### src/rtl/pc_fetch.sv
// Instruction-fetch front end: program counter plus a direct-mapped BTB of
// 2-bit saturating counters. Drives the instruction ROM's request side each cycle.
module pc_fetch #(
  parameter logic [31:0] RESET_PC = 32'h0000_0000,
  parameter int          IDX_W    = 4
) (
  input  logic        clk,
  input  logic        rst,
  input  logic        stall,
  input  logic        redirect,
  input  logic [31:0] redirect_pc,
  input  logic        br_valid,
  input  logic [31:0] br_pc,
  input  logic        br_taken,
  input  logic [31:0] br_target,
  output logic        ce,
  output logic [31:0] pc,
  output logic        pred_taken
);

  localparam int ENTRIES = 1 << IDX_W;
  localparam int TAG_W   = 30 - IDX_W;

  logic             btb_valid  [ENTRIES];
  logic [TAG_W-1:0] btb_tag    [ENTRIES];
  logic [1:0]       btb_cnt    [ENTRIES];
  logic [31:0]      btb_target [ENTRIES];

  logic [IDX_W-1:0] fetch_idx;
  logic [TAG_W-1:0] fetch_tag;
  logic             fetch_hit;
  logic [IDX_W-1:0] br_idx;
  logic [TAG_W-1:0] br_tag;
  logic             br_hit;
  logic [31:0]      next_pc;
  logic             unused_bits;

  assign fetch_idx   = pc[IDX_W+1:2];
  assign fetch_tag   = pc[31:IDX_W+2];
  assign fetch_hit   = btb_valid[fetch_idx] && (btb_tag[fetch_idx] == fetch_tag);
  assign pred_taken  = ce && fetch_hit && btb_cnt[fetch_idx][1];

  assign br_idx      = br_pc[IDX_W+1:2];
  assign br_tag      = br_pc[31:IDX_W+2];
  assign br_hit      = btb_valid[br_idx] && (btb_tag[br_idx] == br_tag);
  assign unused_bits = ^br_pc[1:0];

  // Redirect from EX outranks a stall; prediction only applies to a free-running fetch.
  always_comb begin
    next_pc = pc + 32'd4;
    if (!ce)
      next_pc = RESET_PC;
    else if (redirect)
      next_pc = redirect_pc;
    else if (stall)
      next_pc = pc;
    else if (pred_taken)
      next_pc = btb_target[fetch_idx];
  end

  always_ff @(posedge clk or posedge rst) begin
    if (rst) begin
      ce <= 1'b0;
      pc <= RESET_PC;
    end else begin
      ce <= 1'b1;
      pc <= next_pc;
    end
  end

  // Training is independent of stall/redirect; writes become visible next cycle.
  always_ff @(posedge clk or posedge rst) begin
    if (rst) begin
      for (int i = 0; i < ENTRIES; i++) begin
        btb_valid[i]  <= 1'b0;
        btb_tag[i]    <= '0;
        btb_cnt[i]    <= 2'b01;
        btb_target[i] <= 32'h0;
      end
    end else if (br_valid) begin
      if (br_hit) begin
        if (br_taken) begin
          btb_cnt[br_idx]    <= (btb_cnt[br_idx] == 2'b11) ? 2'b11 : btb_cnt[br_idx] + 2'b01;
          btb_target[br_idx] <= br_target;
        end else begin
          btb_cnt[br_idx]    <= (btb_cnt[br_idx] == 2'b00) ? 2'b00 : btb_cnt[br_idx] - 2'b01;
        end
      end else if (br_taken) begin
        btb_valid[br_idx]  <= 1'b1;
        btb_tag[br_idx]    <= br_tag;
        btb_cnt[br_idx]    <= 2'b10;
        btb_target[br_idx] <= br_target;
      end
    end
  end

endmodule

### config.mk
export PLATFORM = sky130hd
export DESIGN_NAME = pc_fetch
export DESIGN_NICKNAME = d
export VERILOG_FILES = /design/src/rtl/pc_fetch.sv
export SDC_FILE = /design/constraint.sdc
export NUM_CORES = 2
export LEC_CHECK = 0
export CORE_MARGIN = 1.5
export CORE_UTILIZATION = 45
export DETAILED_ROUTE_END_ITERATION = 10
export SYNTH_ARGS = -nofsm -noshare
export SYNTH_HDL_FRONTEND = slang
export SYNTH_SLANG_ARGS = --single-unit
### constraint.sdc
create_clock -name clk -period 48.3 [get_ports clk]
set_clock_uncertainty 0.1 [all_clocks]
set_input_delay 7.245 -clock clk [delete_from_list [all_inputs] [get_ports clk]]
set_output_delay 7.245 -clock clk [all_outputs]
set_load 0.01 [all_outputs]
==> impl_metrics.csv <==
group,metric,value,unit
synth,syn_avg_cell_area,14.8,um^2
power_and_ir_drop,power.density,42.6,nW/um^2
detailed_routing,avgRoutedWirePerCell,30.6,um
layout,finalInstanceArea,57700,um^2
grt,grtUsageTotal,27.0,%
synth,synth_warnings,0,
floorplanning,dieHeight,341,um
floorplanning,dieWidth,341,um
critical_path,critPathMaxFanout,27,
detailed_routing,drt_iter0_drc,2552,
detailed_routing,drtAntennaViolNets,0,
floorplanning,fp.coreArea,113000,um^2
sta,worstMarginPinSlew,1230,ps
sta,finalSetupTns,0,ps
synth,synth_edf_count,0,
grt,grt-ovfl-total,0,
synth,syn_area,51500,um^2
clocking,cts.clk_slew.worst_paths,60,ps
detailed_routing,drc,0,
clocking,cts_hold_buf,0,
clocking,cts_tree,"yes",
sta,rsz0062_at_grt,"no",
min_path,hp-class,"flip-flop to flip-flop",
sta,finalHoldViolations,0,
sta,fmax,0.0733,GHz
synth,synth_flop_cell,"dfrtp_1",
synth,synth_cell_type_count,89,
floorplanning,die-area,116000,um^2
place,hpwl,92.5,mm
critical_path,cp_data_required_time,48760,ps
critical_path,end_kind,"flip-flop",
detailed_routing,finalWirelength,155,mm
run,drv_cap,0,
clocking,clk_latency,730,ps
layout,stdcell_count,5079,
clocking,cts_setup_buffers,0,
place,gp_congestion,0.911,
synth,syn-num-nets,3593,
clocking,post_cts_resized,0,
floorplanning,rows,123,
place,dp_cells,4878,
critical_path,cp-start-kind,"input port",
sta,min_period_over_period,28.2,%
clocking,cts.sinks,1009,
critical_path,cp.arrival,14100,ps
floorplanning,io_pins,136,
critical_path,rrSetupSlack,42680,ps
sta,drv_slew,0,
synth,synthArstFlopShare,100,%
grt,grt_antenna_before_repair,9,
sta,maxSlewHeadroom,17.5,%
power_and_ir_drop,irDropWorstVdd,34.6,uV
grt,grt_first_pass_wirelength,233,mm
critical_path,criticalPathCategory,"input port to flip-flop",
grt,first_global_vias,34600,
layout,nets,3592,
synth,ys_seq_area_share,49.1,%
floorplanning,initial_core_util,45.6,%
clocking,root_buffer,"clkbuf_16",
clocking,ctsHtreeMaxLevel,3,
grt,grt_max_degree,194,
sta,min_period,13640,ps
detailed_routing,drt_first_pass_iters,5,
synth,ys_ff_latch,1009,
clocking,clockBufferDepth,3,
power_and_ir_drop,leakage,24.3,nW
detailed_routing,vias_per_cell,6.34,
clocking,cts_buffers,109,
place,placed_area,54000,um^2
layout,n_fill_cell,9355,
sta,final-setup-viol-count,0,
layout,drive_gt1_share,43.4,%
place,port-buffer-count,133,
synth,synthCells,3490,
detailed_routing,dr_total_vias,32200,
layout,syn_to_final_growth,12.0,%
outcome,status,"completed",
## kinds of logic after synthesis
family                   count (synthesis)  synth area share [%]
other                                    1               0.00728
AND/OR/NAND/NOR                        410                  4.16
buffers and inverters                  347                  3.27
flip-flops                            1009                  49.1
adder cells (fa/ha/maj)                  3                0.0632
AO/OA/AOI/OAI                          300                  3.99
multiplexers                          1374                  38.7
XOR/XNOR                                46                 0.782
## worst max-delay path, cell delays in order
cell and delay, ps:
clkdlybuf4s50_1 860, inv_2 890, buf_4 660, mux4_2 600
xnor2_1 470, nand4_1 270, nor3_1 340, nand3_2 550
nor2_4 510, buf_4 430, or2_2 180, buf_4 540
mux2_2 410
## cell usage after synthesis (6+ instances only)
cell type	count	area, um^2
dfrtp_1	993	24800
mux2_2	783	8820
mux4_2	380	8560
clkbuf_1	170	638
nand2_1	115	432
o21ai_0	96	480
buf_2	76	380
mux2i_1	75	751
mux2_1	68	766
mux2_4	68	1020
nor2_1	67	251
nand3_1	50	250
inv_1	31	116
xnor2_1	31	272
nor3_1	29	145
buf_4	26	195
buf_6	25	282
a22oi_1	21	158
a21oi_1	20	100
and3_1	19	119
a31oi_1	18	113
buf_1	17	63.8
dfstp_2	16	420
nand2b_1	15	93.8
nand4_1	15	93.8
xor2_1	15	131
nor2b_1	13	81.3
a2bb2oi_1	12	105
a41oi_1	12	105
nor4_1	11	68.8
o2bb2ai_1	11	96.3
a211oi_1	10	75.1
or3_1	10	62.6
o211ai_1	9	67.6
o22ai_1	9	56.3
or2_2	9	56.3
nor3b_1	8	60.1
o2111ai_1	8	70.1
o21ai_1	8	40.0
a221o_1	7	70.1
a221oi_1	7	61.3
and2_1	7	43.8
o21bai_1	7	52.6
or4_1	6	45.0
## per-layer routing
metal / global-route usage [%] / routed length [um]
met1: 36.9 / 64800
met3: 5.73 / 11600
met5: 0 / 92
met4: 10.0 / 5800
met2: 42.5 / 73000
## report_power, final
group          leakage [nW]  internal [mW]  switching, mW
Clock                  1.83          0.505          0.362
Combinational          9.66          0.279          0.204
Sequential             12.8           1.00          0.105
Total                  24.3           1.79          0.671
## flip-flops by register name (all words and copies together) (netlist names)
register    count
btb_target    512
btb_tag       416
btb_cnt        32
pc             32
btb_valid      16
ce              1
## placed cells by master (no fill, tap or decap), types with 29 or more instances in the layout
| master | count |
|---|---|
| buf_4 | 63 |
| clkbuf_16 | 109 |
| clkbuf_8 | 29 |
| clkdlybuf4s50_1 | 128 |
| dfrtp_1 | 989 |
| mux2_1 | 68 |
| mux2_2 | 783 |
| mux2_4 | 68 |
| mux2i_1 | 75 |
| mux4_2 | 380 |
| nand2_1 | 111 |
| nand3_1 | 48 |
| nor2_1 | 58 |
| o21ai_0 | 96 |
| xnor2_1 | 31 |
## cell type report
type	instances	area [um^2]	area share [%]
clock buffers	162	3220	5.58
diodes	2	5.00	0.00868
clock inverters	37	502	0.870
flip-flops and latches	1009	25300	43.8
well taps	1500	1880	3.25
multi-input cells	2134	24800	42.9
repair buffers	202	1910	3.31
inverters	33	134	0.232
## final timing paths
check / cells past startpoint / startpoint / to
min in group asynchronous: 2 / rst / btb_tag[185]
setup / recovery: 13 / br_pc[5] / btb_tag[371]
setup reg to reg: 12 / pc[2] / pc[0]
max in group asynchronous: 5 / rst / btb_target[469]
hold / removal: 1 / btb_cnt[0] / btb_cnt[0]
hold reg to reg: 1 / btb_cnt[0] / btb_cnt[0]
## per-stage QoR
step,util [%],hold WS [ps],setup slack [ps],power (mW)
2_1_floorplan,-,349,12590,1.46
3_3_place_gp,47.8,362,34110,1.57
3_5_place_dp,47.8,372,34070,1.61
4_1_cts,51.1,381,34760,2.48
5_1_grt,51.1,390,34680,2.56
6_report,51.1,382,34660,2.46
Power figures use the tool's default switching activity.
